--- config.mk ---
export PLATFORM = sky130hd
export DESIGN_NAME = block_writer_flat
export DESIGN_NICKNAME = d
export VERILOG_FILES = /design/src/rtl/block_pkg.sv /design/src/rtl/block_writer_if.sv /design/src/rtl/beat_counter.sv /design/src/rtl/block_writer.sv /design/src/flat_wrapper.sv
export SDC_FILE = /design/constraint.sdc
export NUM_CORES = 1
export LEC_CHECK = 0
export ABC_AREA = 1
export CAP_MARGIN = 40
export CORE_MARGIN = 2
export CORE_UTILIZATION = 51
export DETAILED_ROUTE_END_ITERATION = 12
export GPL_TIMING_DRIVEN = 0
export PLACE_DENSITY = 0.77
export SLEW_MARGIN = 20
export SYNTH_ARGS = -nofsm -noshare
export SYNTH_HDL_FRONTEND = slang
export SYNTH_SLANG_ARGS = --single-unit
--- constraint.sdc ---
create_clock -name clk -period 2 [get_ports clk]
set_input_delay 0.3 -clock clk [delete_from_list [all_inputs] [get_ports clk]]
set_output_delay 0.3 -clock clk [all_outputs]
set_load 0.02 [all_outputs]
--- src/rtl/block_pkg.sv ---
// Shared constants and the FSM state type for the block write-back path.
package block_pkg;

    localparam int BLOCK_BYTES = 8;
    localparam int ADDR_W      = 16;
    localparam int OFF_W       = $clog2(BLOCK_BYTES);

    typedef enum logic [1:0] {
        IDLE  = 2'd0,
        WRITE = 2'd1,
        DONE  = 2'd2
    } state_t;

endpackage

--- src/rtl/block_writer_if.sv ---
// Request / DRAM-write bundle for block_writer.
// Optional macro BLOCK_WRITER_BYTE_MASK_EN adds the per-byte valid mask.
interface block_writer_if #(
    parameter int ADDR_W      = block_pkg::ADDR_W,
    parameter int BLOCK_BYTES = block_pkg::BLOCK_BYTES
);
    localparam int OW = $clog2(BLOCK_BYTES);

    logic                     start;
    logic [8*BLOCK_BYTES-1:0] block_in;
    logic [ADDR_W-OW-1:0]     block_addr;
`ifdef BLOCK_WRITER_BYTE_MASK_EN
    logic [BLOCK_BYTES-1:0]   byte_valid;
`endif
    logic                     ready;
    logic                     done;
    logic                     mem_wr_en;
    logic [ADDR_W-1:0]        mem_addr;
    logic [7:0]               mem_data;

    // Requester side: issues blocks, observes the DRAM write stream.
    modport master (
`ifdef BLOCK_WRITER_BYTE_MASK_EN
        output byte_valid,
`endif
        output start, block_in, block_addr,
        input  ready, done, mem_wr_en, mem_addr, mem_data
    );

    // Writer side.
    modport slave (
`ifdef BLOCK_WRITER_BYTE_MASK_EN
        input  byte_valid,
`endif
        input  start, block_in, block_addr,
        output ready, done, mem_wr_en, mem_addr, mem_data
    );

endinterface

--- src/rtl/beat_counter.sv ---
// Beat counter for block_writer: synchronous clear, count enable and a
// terminal-count flag so the FSM never relies on wrap-around.
module beat_counter #(
    parameter int W    = 4,
    parameter int TERM = 7
) (
    input  logic         clk,
    input  logic         reset_n,
    input  logic         clear,
    input  logic         enable,
    output logic [W-1:0] count,
    output logic         terminal
);

    // Clear wins over enable; async reset to zero.
    always_ff @(posedge clk or negedge reset_n) begin
        if (!reset_n)    count <= '0;
        else if (clear)  count <= '0;
        else if (enable) count <= count + W'(1);
    end

    assign terminal = (count == W'(TERM));

endmodule

--- src/rtl/block_writer.sv ---
// block_writer: writes one cache block to DRAM one byte per cycle.
// Optional macro BLOCK_WRITER_BYTE_MASK_EN: beat k writes only when the
// captured byte_valid[k] is set; address/data still step every beat.
module block_writer #(
    parameter int ADDR_W      = block_pkg::ADDR_W,
    parameter int BLOCK_BYTES = block_pkg::BLOCK_BYTES
) (
    input logic           clk,
    input logic           reset_n,
    block_writer_if.slave bus
);
    import block_pkg::*;

    localparam int OW   = $clog2(BLOCK_BYTES);
    localparam int CW   = OW + 1;
    localparam int BA_W = ADDR_W - OW;

    state_t                   state, state_nxt;
    logic [8*BLOCK_BYTES-1:0] cap_data;
    logic [BA_W-1:0]          cap_addr;
    logic [BLOCK_BYTES-1:0]   cap_mask;
    logic [CW-1:0]            count, cnt_inc;
    logic                     terminal, accept, cnt_en;

    logic              ready_q, done_q, wr_en_q;
    logic [ADDR_W-1:0] addr_q;
    logic [7:0]        data_q;
    logic              ready_d, done_d, wr_en_d;
    logic [ADDR_W-1:0] addr_d;
    logic [7:0]        data_d;
    logic              first_en;

    assign accept  = (state == IDLE) && bus.start;
    assign cnt_en  = (state == WRITE) && !terminal;
    assign cnt_inc = count + CW'(1);

`ifdef BLOCK_WRITER_BYTE_MASK_EN
    logic [BLOCK_BYTES-1:0] in_mask;
    assign in_mask = bus.byte_valid;
`else
    logic [BLOCK_BYTES-1:0] in_mask;
    assign in_mask = '1;
`endif
    assign first_en = in_mask[0];

    // count holds the index of the beat currently on the mem_* outputs
    beat_counter #(.W(CW), .TERM(BLOCK_BYTES - 1)) u_cnt (
        .clk      (clk),
        .reset_n  (reset_n),
        .clear    (accept),
        .enable   (cnt_en),
        .count    (count),
        .terminal (terminal)
    );

    // State register.
    always_ff @(posedge clk or negedge reset_n) begin
        if (!reset_n) state <= IDLE;
        else          state <= state_nxt;
    end

    // Next-state: one DONE cycle after the terminal beat, then IDLE.
    always_comb begin
        state_nxt = state;
        case (state)
            IDLE:    if (bus.start) state_nxt = WRITE;
            WRITE:   if (terminal)  state_nxt = DONE;
            DONE:    state_nxt = IDLE;
            default: state_nxt = IDLE;
        endcase
    end

    // Capture the request on acceptance so later input changes are ignored.
    always_ff @(posedge clk or negedge reset_n) begin
        if (!reset_n) begin
            cap_data <= '0;
            cap_addr <= '0;
            cap_mask <= '0;
        end else if (accept) begin
            cap_data <= bus.block_in;
            cap_addr <= bus.block_addr;
            cap_mask <= in_mask;
        end
    end

    // Output next-values; beat 0 comes straight from the inputs at accept,
    // later beats from the captured copies. Addr/data hold otherwise.
    always_comb begin
        wr_en_d = 1'b0;
        done_d  = 1'b0;
        addr_d  = addr_q;
        data_d  = data_q;
        ready_d = (state_nxt == IDLE);
        case (state)
            IDLE: begin
                if (bus.start) begin
                    wr_en_d = first_en;
                    addr_d  = {bus.block_addr, {OW{1'b0}}};
                    data_d  = bus.block_in[7:0];
                end
            end
            WRITE: begin
                if (terminal) begin
                    done_d = 1'b1;
                end else begin
                    wr_en_d = cap_mask[cnt_inc[OW-1:0]];
                    addr_d  = {cap_addr, cnt_inc[OW-1:0]};
                    data_d  = cap_data[8*cnt_inc +: 8];
                end
            end
            default: ;
        endcase
    end

    // Output registers.
    always_ff @(posedge clk or negedge reset_n) begin
        if (!reset_n) begin
            ready_q <= 1'b1;
            done_q  <= 1'b0;
            wr_en_q <= 1'b0;
            addr_q  <= '0;
            data_q  <= '0;
        end else begin
            ready_q <= ready_d;
            done_q  <= done_d;
            wr_en_q <= wr_en_d;
            addr_q  <= addr_d;
            data_q  <= data_d;
        end
    end

    assign bus.ready     = ready_q;
    assign bus.done      = done_q;
    assign bus.mem_wr_en = wr_en_q;
    assign bus.mem_addr  = addr_q;
    assign bus.mem_data  = data_q;

endmodule

--- src/flat_wrapper.sv ---
// flat-port wrapper written by rule: the top's interface ports become plain ports
module block_writer_flat import block_pkg::*;
#(
    parameter int ADDR_W      = block_pkg::ADDR_W,
    parameter int BLOCK_BYTES = block_pkg::BLOCK_BYTES
)
  (clk, reset_n, bus_start, bus_block_in, bus_block_addr, bus_ready, bus_done, bus_mem_wr_en, bus_mem_addr, bus_mem_data);
  block_writer_if #(.ADDR_W(ADDR_W), .BLOCK_BYTES(BLOCK_BYTES)) bus_i ();
  input logic clk;
  input logic reset_n;
  input wire logic [$bits(bus_i.start)-1:0] bus_start;
  input wire logic [$bits(bus_i.block_in)-1:0] bus_block_in;
  input wire logic [$bits(bus_i.block_addr)-1:0] bus_block_addr;
  output wire logic [$bits(bus_i.ready)-1:0] bus_ready;
  output wire logic [$bits(bus_i.done)-1:0] bus_done;
  output wire logic [$bits(bus_i.mem_wr_en)-1:0] bus_mem_wr_en;
  output wire logic [$bits(bus_i.mem_addr)-1:0] bus_mem_addr;
  output wire logic [$bits(bus_i.mem_data)-1:0] bus_mem_data;
  assign bus_i.start = bus_start;
  assign bus_i.block_in = bus_block_in;
  assign bus_i.block_addr = bus_block_addr;
  assign bus_ready = bus_i.ready;
  assign bus_done = bus_i.done;
  assign bus_mem_wr_en = bus_i.mem_wr_en;
  assign bus_mem_addr = bus_i.mem_addr;
  assign bus_mem_data = bus_i.mem_data;
  block_writer #(.ADDR_W(ADDR_W), .BLOCK_BYTES(BLOCK_BYTES)) u_core (.clk(clk), .reset_n(reset_n), .bus(bus_i));
endmodule
[Yosys cells after proc, flatten, opt, wreduce, memory -nomap -nowiden]
Index checks and enable logic that the tools add are counted.
Cells by class
  add/subtract/negate cells: 1
  $lt $le $gt $ge: 1
  eq/ne operators: 4
  shift operators: 1
  multiplexer cells: 18
  reductions and logical operators: 8
Operator list (number)
  $shiftx 64x8->8: 1
  $mux 16: 2
  $pmux 16 s2: 1
  $mux 8: 2
  $pmux 8 s2: 1
  $mux 4: 2
  $mux 1: 5
  $add 4x1->4 const B: 1
  $eq 4x3->1 const B: 1
  $logic_not 2->1: 2
  $lt 3x4->1 const B: 1
  $mux 2: 2
  $ne 2x2->1 const B: 2
  $pmux 2 s2: 1
  $reduce_bool 2->1: 2
  $bmux 1 s3: 1
  $reduce_and 3->1: 1
  $eq 2x1->1 const B: 1
  $logic_and 1x1->1: 2
  $pmux 1 s2: 1
  $logic_not 1->1: 1
Word-level totals
  flip-flop bits (word level): 111
  input bits: 80
  output and inout bits: 27
  logic and storage cells: 43

[Logic depth before layout (Yosys ltp)]
  depth after elaboration: 5
  depth in mapped cells: 10
  depth with buffers taken out: 8

[Cells and area by module]
Synthesis repeated with hierarchy kept, for this count alone.
Second synthesis, totals
  cell total of the unflattened synthesis: 635
  area total of the unflattened synthesis: 5122.4 um^2
By module, submodules not included
  block_writer: times used 1, cells an instance 610, area an instance 4914.7 um^2, sequential area each 2678.8 um^2
  beat_counter: times used 1, cells an instance 25, area an instance 207.7 um^2, sequential area each 100.1 um^2

[Worst setup path before layout]
OpenSTA, ideal clock, no wires.
  path kind: register to register
  from: register u_core.u_cnt.count[1]
  to: register u_core.data_q[0] (netlist: u_core.bus.mem_data[0])
  setup time: 0.122 ns
  data arrival time: 1.444 ns
  data required time: 1.878 ns
  setup slack: 0.435 ns
  cell stages (with the launch flop): 11
  path buffers: 2
  clock period less this slack: 1.565 ns
  path through: dfrtp_1 > ha_1 > buf_4 > clkinv_1 > buf_2 > nand3_1 > nand2_1 > nand2_1 > nand2_1 > nand2_1 > a21oi_2
On the way
  longest elaborated chain between the ends: 4
  elaborated cells between the ends (all ways): 7
  classes of those cells: add/sub: 1; eq/ne: 2; shift: 1; mux: 2; reduce/logical: 1
Ends and longest elaborated chain
  start: declaration: RTL line beat_counter.sv:11  | output logic [W-1:0] count,
  start signal: assignment: RTL line beat_counter.sv:19  | else if (enable) count <= count + W'(1);
  $add 4x1->4: RTL line block_writer.sv:35  | assign cnt_inc = count + CW'(1);
  $shiftx 64x8->8: RTL line block_writer.sv:108  | data_d = cap_data[8*cnt_inc +: 8];
  $mux 8: RTL line block_writer.sv:103  | if (terminal) begin
  $pmux 8 s2: RTL line block_writer.sv:94  | case (state)
  end signal: assignment: RTL line block_writer.sv:128  | data_q <= data_d;
  end: declaration: RTL line block_writer.sv:27  | logic [7:0] data_q;
Several ways; a longest one is shown, not always the timed one. The select of a mux whose other input is x is not followed.
A chain may end at the register's enable or synchronous reset.

[Worst setup path in the final report]
Same ends and word-level chain as after synthesis.

==> key figures <==
Logic synthesis
  • Post-Syn Nets: 689
  • Seq cells post-synth: about 110
  • Netlist cell types: 28
  • Register area share after synthesis: 54.6%
  • Post-Syn Instances: 608
  • Syn. warnings: 0
  • Post-Syn Area: 0.00509 mm^2
  • Post-Syn Area per Cell: 8.37 um^2

Setup path
  • Worst R2R Setup Slack: approximately 0.16 ns
  • Crit path required time: 2.29 ns
  • Crit-path cells: ha_1 -> buf_4 -> clkinvlp_4 -> buf_2 -> nand3_1 -> nand2_1 -> nand2_1 -> nand2_1 -> nand2_1 -> a21oi_2
  • Worst reg-to-reg path cell count: 10
  • Critical path class: flop to flop
  • Crit path DAT: 2.13 ns
  • Startpoint types: flop
  • Crit-path max cell delay: 0.42 ns
  • CP Max Fanout: 10
  • Slowest CP cell: dfrtp_1
  • Worst R2R Start: u_core.u_cnt.count[1]
  • Top cell by count, worst path: nand2_1
  • Crit. End Element: flop
  • FF-to-FF End: u_core.bus.mem_data[0]

Finish
  • Layout cells sized above 1: about a tenth
  • Most frequent cells in the layout: 148 x nand2_1, 110 x dfrtp_1, 105 x clkdlybuf4s50_1
  • FILL cells: 835
  • Core Util, Final: about two thirds
  • Area growth syn-to-layout: 28.6%
  • Commonest non-fill, non-tap cell in the layout: nand2_1
  • Antenna diodes: 0
  • Final Net Count: a little over 800

Pwr
  • PD cells: 1670 mW/mm^2
  • PnR Total Power: 11.0 mW
  • Leak: 3.18 nW
  • Max IR drop VDD: 931 uV

Floorplan
  • Die Ht: 104 um
  • Core area: 0.00973 mm^2
  • Num ports: 107
  • Initial core utilization: a little over half
  • Num rows: 36
  • Total die area: 0.0108 mm^2
  • Die X: 104 um

Global route
  • Vias in the first global route: 4,330
  • GRT Overall Usage: between 20% and 30%
  • First-pass GRT wire length: 20,700 um
  • Largest net degree at the start of global routing: between 70 and 80
  • Initial antenna violation count: 0
  • Total grt overflow: 0

Timing
  • Slew @ Worst Pin: 0.483 ns
  • Fin. max-slew vios: 0
  • Layout Skew: 0.0130 ns
  • Final worst slack: 0.164 ns
  • Endpoints failing hold: 0
  • Unrepaired setup endpoints after global routing: no
  • Peak Freq: 0.545 GHz
  • Fin crit period: 1.84 ns
  • Post-route clock period utilization: 91.8%
  • Final setup violation count: 0
  • Worst slew margin: 67.8%

Placement
  • Port bufs: about 110
  • RePlAce Congestion: 0.850
  • Hpwl dp: 9310 um
  • Setup WS pre-CTS: approximately 0.19 ns

CTS
  • CTS tree: yes
  • Root buffer cell: clkbuf_8
  • Total CTS buffers: 9
  • TritonCTS Sinks: 111
  • Clk_lat worst skew: 0.37 ns
  • Clk buf depth: 2
  • Clk slew on worst S/H paths: 0.11 ns
  • H-tree levels: 3

Drt
  • Met3 Wirelength: 577 um
  • WL/cell: 14.4 um
  • Drt drc: 0
  • Post-Route WL: 12,400 um
  • First-pass iteration count of the detailed router: 5
  • DR vias: 4,352
  • Top Metal Used: met4
  • Met2 Routed Length: 6110 um
  • DR iter-0 viols: approximately 230
  • WL met1: approximately 5600 um
  • Number of routed nets with antenna violations: 0
  • DR vias/cell: 5.03

Run
  • Max_cap viols: 0

Min path
  • HP Class: input port to async pin

Outcome
  • Status: complete, no violations
layout make-up:
class                   instances  area, um^2  share of cell area [%]
flip-flops and latches        111        2780                    42.5
clock buffers                  10         138                    2.10
inverters                      72         275                    4.21
clock inverters                 6        45.0                   0.688
plain buffers                  33         181                    2.77
well taps                     133         166                    2.54
repair buffers                108        1100                    16.8
multi-input cells             392        1860                    28.4
stage by stage:
stage	TNS [ns]	std cells	instance area, um^2	hold slack [ns]
global route	0	865	6550	0.437
global placement	-379.95	847	6320	0.443
finish	0	865	6550	0.406
detailed placement	0	848	6350	0.240
floorplan	0	608	5090	0.00441
CTS	0	865	6540	0.414
critical path: cells and delay by family, from the launching register on:
kind            cells  cell delay [ns]
compound gates      1             0.12
fa+ha+maj           1             0.28
buf+inv             3             0.57
flops               1             0.42
simple gates        5             0.38
state kept, by name, indices dropped and copies added (netlist names):
signal	flops
u_core.cap_data	64
u_core.bus.mem_addr	16
u_core.cap_addr	13
u_core.bus.mem_data	8
u_core.u_cnt.count	4
u_core.state	2
u_core.bus.done	1
u_core.bus.mem_wr_en	1
u_core.bus.ready	1
u_core.cap_mask	1
synth_stat cells:
library cell  count  area [um^2]
buf_2            18         90.1
dfstp_2           1         26.3
clkinv_1          1         3.75
mux2_2           13          146
nor2_4            2         22.5
nand2_1         148          556
clkinv_2          1         5.00
nand3_1          35          175
nor2_1           89          334
a21oi_2           6         52.6
buf_6             3         33.8
xor2_4            1         27.5
inv_1            68          255
a21oi_1          74          370
inv_2             2         7.51
nand2_2           1         6.26
o21ai_0           2         10.0
nand3_4           1         17.5
a31oi_1          13         81.3
buf_1             2         7.51
clkbuf_1          7         26.3
nand2_4           2         22.5
o21ai_1           2         10.0
dfrtp_1         110         2750
ha_1              1         12.5
nor3b_1           1         7.51
buf_4             3         22.5
xor2_1            1         8.76
report_power, final:
group          switching [mW]  leakage, nW  internal [mW]
sequential              0.406         1.24           3.33
combinational            3.63         1.85           2.33
clock                   0.771       0.0849          0.492
total                    4.81         3.18           6.15
cell families after synthesis:
| family | after synthesis | share of synthesized area, % |
|---|---|---|
| simple gates | 279 | 22.4 |
| flops | 111 | 54.6 |
| buf+inv | 105 | 8.87 |
| compound gates | 97 | 10.3 |
| mux | 13 | 2.88 |
| xor+xnor | 2 | 0.713 |
| fa+ha+maj | 1 | 0.246 |
per-layer routing:
layer | up-vias | track usage [%]
li1 | 2143 | -
met1 | 2108 | 33.0
met2 | 90 | 39.1
met3 | 11 | 3.95
met4 | 0 | 6.56
met5 | - | 0
worst max path at each step:
stage | to | slack (ns) | cells past startpoint | from
after floorplan | u_core.bus.mem_data[0] | 0.43 | 10 | u_core.u_cnt.count[1]
after global placement | u_core.bus.mem_addr[5] | -3.44 | 1 | reset_n
after detailed placement | u_core.bus.mem_data[4] | 0.19 | 9 | u_core.u_cnt.count[1]
after CTS | u_core.bus.mem_data[4] | 0.16 | 9 | u_core.u_cnt.count[1]
after global routing | u_core.bus.mem_data[0] | 0.01 | 10 | u_core.u_cnt.count[1]
final | u_core.bus.mem_data[0] | 0.16 | 10 | u_core.u_cnt.count[1]
repair_timing:
action,4_1_cts,5_1_grt
endpoints found under the setup margin,0,2
hold endpoints to repair,41,0
buffers inserted,0,0
resized for setup,0,3
hold buffers,1,0
Power figures use the tool's default switching activity.
